===== config.mk =====
export PLATFORM = sky130hd
export DESIGN_NAME = hdmi_i2c_responder
export DESIGN_NICKNAME = d
export VERILOG_FILES = /design/src/rtl/hdmi_i2c_responder.sv
export SDC_FILE = /design/constraint.sdc
export NUM_CORES = 2
export LEC_CHECK = 0
export ABC_CLOCK_PERIOD_IN_PS = 10800
export BUFFER_PORTS_ARGS = -buffer_cell sky130_fd_sc_hd__buf_2
export CAP_MARGIN = 20
export CELL_PAD_IN_SITES_DETAIL_PLACEMENT = 1
export CELL_PAD_IN_SITES_GLOBAL_PLACEMENT = 2
export CORE_ASPECT_RATIO = 0.75
export CORE_UTILIZATION = 53
export CTS_BUF_LIST = sky130_fd_sc_hd__clkbuf_4
export CTS_CLUSTER_DIAMETER = 100
export DETAILED_ROUTE_END_ITERATION = 16
export GPL_ROUTABILITY_DRIVEN = 0
export HOLD_SLACK_MARGIN = 0.06
export MAX_ROUTING_LAYER = met4
export PLACE_DENSITY_LB_ADDON = 0.1
export SYNTH_ARGS = -nofsm -noshare
export SYNTH_HDL_FRONTEND = slang
export SYNTH_SLANG_ARGS = --single-unit

===== constraint.sdc =====
create_clock -name clock50 -period 10.8 [get_ports clock50]
set_input_delay 1.62 -clock clock50 [delete_from_list [all_inputs] [get_ports clock50]]
set_output_delay 1.62 -clock clock50 [all_outputs]
set_load 0.05 [all_outputs]

===== src/rtl/hdmi_i2c_responder.sv =====
// I2C target standing in for the HDMI transmitter's configuration port: 8-bit register
// file behind an auto-incrementing pointer, with one read-only chip-ID register.
module hdmi_i2c_responder #(
    parameter logic [6:0] DEV_ADDR = 7'h39,
    parameter logic [7:0] ID_ADDR  = 8'hF5,
    parameter logic [7:0] ID_VALUE = 8'h75
) (
    input  logic       clock50,
    input  logic       reset,
    input  logic       scl_in,
    input  logic       sda_in,
    output logic       sda_oe,
    output logic       wr_en,
    output logic [7:0] wr_addr,
    output logic [7:0] wr_data,
    output logic       busy
);

    localparam logic [3:0] S_IDLE      = 4'd0;
    localparam logic [3:0] S_ADDR      = 4'd1;
    localparam logic [3:0] S_ADDR_ACK  = 4'd2;
    localparam logic [3:0] S_PTR       = 4'd3;
    localparam logic [3:0] S_PTR_ACK   = 4'd4;
    localparam logic [3:0] S_WDATA     = 4'd5;
    localparam logic [3:0] S_WDATA_ACK = 4'd6;
    localparam logic [3:0] S_RDATA     = 4'd7;
    localparam logic [3:0] S_RACK      = 4'd8;
    localparam logic [3:0] S_IGNORE    = 4'd9;

    logic       r_scl_s1, r_scl_s2, r_scl_d;
    logic       r_sda_s1, r_sda_s2, r_sda_d;
    logic [3:0] r_state;
    logic [3:0] r_cnt;
    logic [7:0] r_shift;
    logic [7:0] r_ptr;
    logic       r_rw;
    logic       r_ack_on;
    logic       r_sda_oe;
    logic       r_busy;
    logic       r_wr_en;
    logic [7:0] r_wr_addr;
    logic [7:0] r_wr_data;
    logic [7:0] r_mem [256];

    logic       w_scl_rise, w_scl_fall, w_start, w_stop;
    logic [7:0] w_rx_byte, w_ptr_inc, w_rd_cur, w_rd_next;

    // Synchronisers reset to the idle-bus level so reset alone creates no bus events.
    always_ff @(posedge clock50) begin
        if (reset) begin
            r_scl_s1 <= 1'b1;
            r_scl_s2 <= 1'b1;
            r_scl_d  <= 1'b1;
            r_sda_s1 <= 1'b1;
            r_sda_s2 <= 1'b1;
            r_sda_d  <= 1'b1;
        end else begin
            r_scl_s1 <= scl_in;
            r_scl_s2 <= r_scl_s1;
            r_scl_d  <= r_scl_s2;
            r_sda_s1 <= sda_in;
            r_sda_s2 <= r_sda_s1;
            r_sda_d  <= r_sda_s2;
        end
    end

    assign w_scl_rise = r_scl_s2 & ~r_scl_d;
    assign w_scl_fall = ~r_scl_s2 & r_scl_d;
    assign w_start    = r_scl_s2 & r_scl_d & r_sda_d & ~r_sda_s2;
    assign w_stop     = r_scl_s2 & r_scl_d & ~r_sda_d & r_sda_s2;
    assign w_rx_byte  = {r_shift[6:0], r_sda_s2};
    assign w_ptr_inc  = r_ptr + 8'd1;
    assign w_rd_cur   = (r_ptr == ID_ADDR) ? ID_VALUE : r_mem[r_ptr];
    assign w_rd_next  = (w_ptr_inc == ID_ADDR) ? ID_VALUE : r_mem[w_ptr_inc];

    always_ff @(posedge clock50) begin
        if (reset) begin
            r_state   <= S_IDLE;
            r_cnt     <= 4'd0;
            r_shift   <= 8'd0;
            r_ptr     <= 8'd0;
            r_rw      <= 1'b0;
            r_ack_on  <= 1'b0;
            r_sda_oe  <= 1'b0;
            r_busy    <= 1'b0;
            r_wr_en   <= 1'b0;
            r_wr_addr <= 8'd0;
            r_wr_data <= 8'd0;
        end else begin
            r_wr_en <= 1'b0;
            if (w_stop) begin
                r_state  <= S_IDLE;
                r_sda_oe <= 1'b0;
                r_busy   <= 1'b0;
                r_ack_on <= 1'b0;
            end else if (w_start) begin
                r_state  <= S_ADDR;
                r_cnt    <= 4'd0;
                r_sda_oe <= 1'b0;
                r_busy   <= 1'b1;
                r_ack_on <= 1'b0;
            end else begin
                case (r_state)
                    S_ADDR, S_PTR, S_WDATA: begin
                        if (w_scl_rise) begin
                            r_shift <= w_rx_byte;
                            r_cnt   <= r_cnt + 4'd1;
                            if (r_cnt == 4'd7) begin
                                r_cnt <= 4'd0;
                                if (r_state == S_ADDR) begin
                                    r_rw    <= w_rx_byte[0];
                                    r_state <= (w_rx_byte[7:1] == DEV_ADDR) ? S_ADDR_ACK : S_IGNORE;
                                end else if (r_state == S_PTR) begin
                                    r_ptr   <= w_rx_byte;
                                    r_state <= S_PTR_ACK;
                                end else begin
                                    if (r_ptr != ID_ADDR) begin
                                        r_wr_en   <= 1'b1;
                                        r_wr_addr <= r_ptr;
                                        r_wr_data <= w_rx_byte;
                                    end
                                    r_ptr   <= w_ptr_inc;
                                    r_state <= S_WDATA_ACK;
                                end
                            end
                        end
                    end
                    S_ADDR_ACK, S_PTR_ACK, S_WDATA_ACK: begin
                        // First fall pulls SDA for the ACK slot, second fall ends it.
                        if (w_scl_fall) begin
                            if (!r_ack_on) begin
                                r_sda_oe <= 1'b1;
                                r_ack_on <= 1'b1;
                            end else begin
                                r_ack_on <= 1'b0;
                                if (r_state == S_ADDR_ACK && r_rw) begin
                                    r_sda_oe <= ~w_rd_cur[7];
                                    r_shift  <= {w_rd_cur[6:0], 1'b0};
                                    r_cnt    <= 4'd1;
                                    r_state  <= S_RDATA;
                                end else begin
                                    r_sda_oe <= 1'b0;
                                    r_cnt    <= 4'd0;
                                    r_state  <= (r_state == S_ADDR_ACK) ? S_PTR : S_WDATA;
                                end
                            end
                        end
                    end
                    S_RDATA: begin
                        if (w_scl_fall) begin
                            if (r_cnt == 4'd8) begin
                                r_sda_oe <= 1'b0;
                                r_cnt    <= 4'd0;
                                r_state  <= S_RACK;
                            end else begin
                                r_sda_oe <= ~r_shift[7];
                                r_shift  <= {r_shift[6:0], 1'b0};
                                r_cnt    <= r_cnt + 4'd1;
                            end
                        end
                    end
                    S_RACK: begin
                        if (w_scl_rise) begin
                            if (!r_sda_s2) begin
                                r_ptr   <= w_ptr_inc;
                                r_shift <= w_rd_next;
                                r_cnt   <= 4'd0;
                                r_state <= S_RDATA;
                            end else begin
                                r_state <= S_IGNORE;
                            end
                        end
                    end
                    default: ;
                endcase
            end
        end
    end

    // The register array lags wr_en by one clock.
    always_ff @(posedge clock50) begin
        if (reset) begin
            for (int i = 0; i < 256; i++) r_mem[i] <= 8'd0;
        end else if (r_wr_en) begin
            r_mem[r_wr_addr] <= r_wr_data;
        end
    end

    assign sda_oe  = r_sda_oe;
    assign wr_en   = r_wr_en;
    assign wr_addr = r_wr_addr;
    assign wr_data = r_wr_data;
    assign busy    = r_busy;

endmodule


==> impl_metrics.csv <==
group,metric,value,unit
setup_path,worstPathRequired,12070,ps
setup_path,startpoint_type,"register",
power,power,17600,µW
status,violations,"slew limit",
global_route,grt_pass1_wl,639000,µm
sta,setup-violations-final,0,
floorplanning,dieHeight,406,µm
sta,grt_setup_unrepaired,"no",
floorplanning,coreArea,217000,µm²
drt,num_vias,82687,
sta,fmax,0.171,GHz
global_route,grt_antenna_before_repair,65,
setup_path,cp_slowest_cell,"ha_4",
yosys,synth_seq_area_share,0.542,
global_route,grt_pass1_vias,80337,
yosys,synth.area.top_cells,"edfxtp_1 (53%), mux4_2 (21%), and2_1 (6.9%)",
setup_path,critPathMostFrequentCell,"buf_4",
sta,worst_pin_slew,1560,ps
yosys,synth_nets,7895,
setup_path,max_stage_delay,820,ps
setup_path,crit_start,"r_ptr[0]",
floorplanning,die-width,541,µm
yosys,synth_cells,7886,
yosys,synthDominantCellAreaShare,0.532,
yosys,ys_ff_latch,2107,
power,ir_drop,0.0000837,V
power,leakagePower,0.0450,µW
setup_path,cp_max_fo,97,
layout,stdcell_count,11253,
sta,setup_tns,0,ps
min_path,whs_endpoint,"r_sda_s2",
clocking,ctsRootBufferMaster,"clkbuf_4",
drt,routed_wl,461000,µm
power,switchingPower,4310,µW
yosys,yosysWarningCount,0,
setup_path,regToRegSetupSlack,4950,ps
drt,wl_per_cell,41.0,µm
setup_path,timing.rr.start,"r_ptr[0]",
layout,fin_nets,7880,
clocking,ctsResizeCount,0,
floorplanning,ios,23,
layout,area_delta_synth_final,7.95,%
place,dp_hpwl,300000,µm
yosys,ys_top_cells_by_count,"edfxtp_1 (2048), and2_1 (1278), mux4_2 (1091)",
sta,finalCriticalPeriod,5850,ps
power,swShare,0.245,
setup_path,reg2reg_depth,12,
min_path,whs_path_depth,1,
yosys,async_reset_ff_frac,0,
drt,ant_nets,0,
yosys,synth-edff-count,2048,
yosys,synth_most_common_cell,"edfxtp_1",
clocking,cts-buffers-inserted,553,
min_path,hp-start,"r_sda_s1",
clocking,clk_latency,1430,ps
setup_path,r2r_end,"r_shift[4]",
yosys,synthDistinctLibCells,90,
setup_path,path_class,"register to register",
drt,drtIter0Drc,13999,
place,dp_cells,10234,
status,outcome,"finished, violations left",
drt,drc,0,
global_route,grt_max_degree,142,
setup_path,endpoint_kind,"register",
place,io_buffers,22,
sta,post-route-period-util,0.541,
clocking,cts_setup_buffers,0,
power,clock_power_share,0.425,
power,p_int,13300,µW
power,comb_power_share,0.043,
layout,drive_gt1_frac,0.296,
run,drv_cap,0,
drt,vias_per_cell,7.35,
sta,maxSlewHeadroom,-0.0372,
setup_path,crit_arrival,7120,ps
clocking,clockBufferDepth,4,
floorplanning,start_util,0.533,
layout,post-route-util,0.576,
floorplanning,rows,148,
yosys,synthFlopType,"edfxtp_1",
yosys,netlist_area,116000,µm²
setup_path,cp_cell_sequence,"inv_2, ha_4, buf_12, buf_4, mux4_2, mux2i_1, a2111oi_1, buf_4, a31oi_1, o211ai_1, o21ai_1, o22ai_1",
sta,drv_slew,2,
clocking,htreeDepth,6,
sta,worst_hold_slack,434,ps
clocking,cts.clk_slew.worst_paths,80,ps
global_route,grt-ovfl-total,0,
yosys,postSynthAreaPerCell,14.7,µm²
power,p_per_area,141,nW/µm²
clocking,cts_tree,"done",
sta,clock_skew,112,ps
power,seq_power_share,0.532,
floorplanning,dieArea,220000,µm²
yosys,synth_top_area_cell,"edfxtp_1",
global_route,grt_use_total,0.431,
sta,final-hold-violation-count,0,
clocking,cts_hold_buf,0,
drt,drt_first_pass_iters,6,
min_path,hp-class,"register to register",
clocking,cts.sinks,2107,
## worst max path at each step
stage,end,cells after the start
CTS,r_shift[2],13
global placement,r_mem[189][2],6
global route,r_shift[4],12
finish,r_shift[4],12
detailed placement,r_shift[2],12
floorplan,r_shift[7],19
## sequential cells by signal, indices dropped and copies added (netlist names), named ones only
name / count
r_scl_s2: 1
r_ptr: 8
r_ack_on: 1
r_sda_d: 1
r_sda_s1: 1
r_mem: 2048
r_shift: 8
r_rw: 1
sda_oe: 1
busy: 1
r_scl_s1: 1
wr_en: 1
wr_data: 8
r_state: 4
r_cnt: 4
r_scl_d: 1
r_sda_s2: 1
wr_addr: 8
## per-layer routing
| metal | up-vias | part of all wire | global-route usage |
|---|---|---|---|
| met2 | 6858 | 0.42 | 0.577 |
| met4 | 0 | 0.049 | 0.192 |
| li1 | 31219 | - | - |
| met1 | 43474 | 0.38 | 0.581 |
| met3 | 1136 | 0.16 | 0.167 |
| met5 | - | 0 | - |
## per-stage QoR
step | instance area [µm²] | setup slack, ps
floorplan | 116000 | 6520
global placement | 117000 | 5110
detailed placement | 118000 | 5130
CTS | 125000 | 5150
global route | 125000 | 4790
finish | 125000 | 4950
## layout by cell type, fill, tap and decap left out, types with 17 or more instances in the layout
master,Yosys,layout
edfxtp_1,2048,2048
and2_1,1278,1278
mux4_2,1091,1091
and3_1,793,793
clkbuf_4,1,773
nand2_1,293,293
nor2_1,273,252
buf_4,83,215
or2_2,170,170
mux2i_1,165,165
clkinv_1,1,107
a21oi_1,98,98
nand3_1,99,95
diode_2,0,74
a22oi_1,58,58
a21o_1,56,56
o21bai_1,52,52
o221ai_1,44,44
dfxtp_1,59,44
nor3_1,50,41
o22ai_1,37,37
o21ai_0,36,36
a31oi_1,30,30
nand4_1,27,27
nor2b_1,24,22
bufinv_16,0,22
buf_2,139,21
inv_2,3,20
nand2b_1,19,18
a211oi_1,19,18
buf_12,21,18
or3_1,17,17
## cell families (layout without fill, tap and decap cells)
kind of cell,after synthesis,after routing,share of synthesized area
compound gates,557,557,0.0343
xor+xnor,11,11,0.00119
fa+ha+maj,6,6,0.000628
buf+inv,849,1217,0.0378
flops,2107,2107,0.542
mux,1281,1281,0.231
other cells,0,74,0
simple gates,3075,3075,0.153
## worst max-delay path, delay by kind of cell, from the launching register on
| kind | cells | cell delay [ps] |
|---|---|---|
| flops | 1 | 760 |
| fa+ha+maj | 1 | 820 |
| compound gates | 5 | 980 |
| mux | 2 | 1060 |
| buf+inv | 4 | 1890 |
## area by class of cell
type                            instances  area, µm²
Clock inverter                        167       1250
Tap cell                             2925       3660
Sequential cell                      2107      62700
Inverter                               17       70.1
Clock buffer                          771       5790
Antenna cell                           74        185
Multi-Input combinational cell       4930      48900
Timing Repair Buffer                  262       2230
Fill cell                           20320      92000
## power groups by stage
stage               sequential [µW]  combinational [µW]  clock, µW
finish                         9380                 755       7500
CTS                            9370                 735       7490
global placement               9520                 720          0
global route                   9390                 771       7880
floorplan                      9450                 476          0
detailed placement             9540                 729          0
No activity file was read; power rests on OpenSTA's default activity.
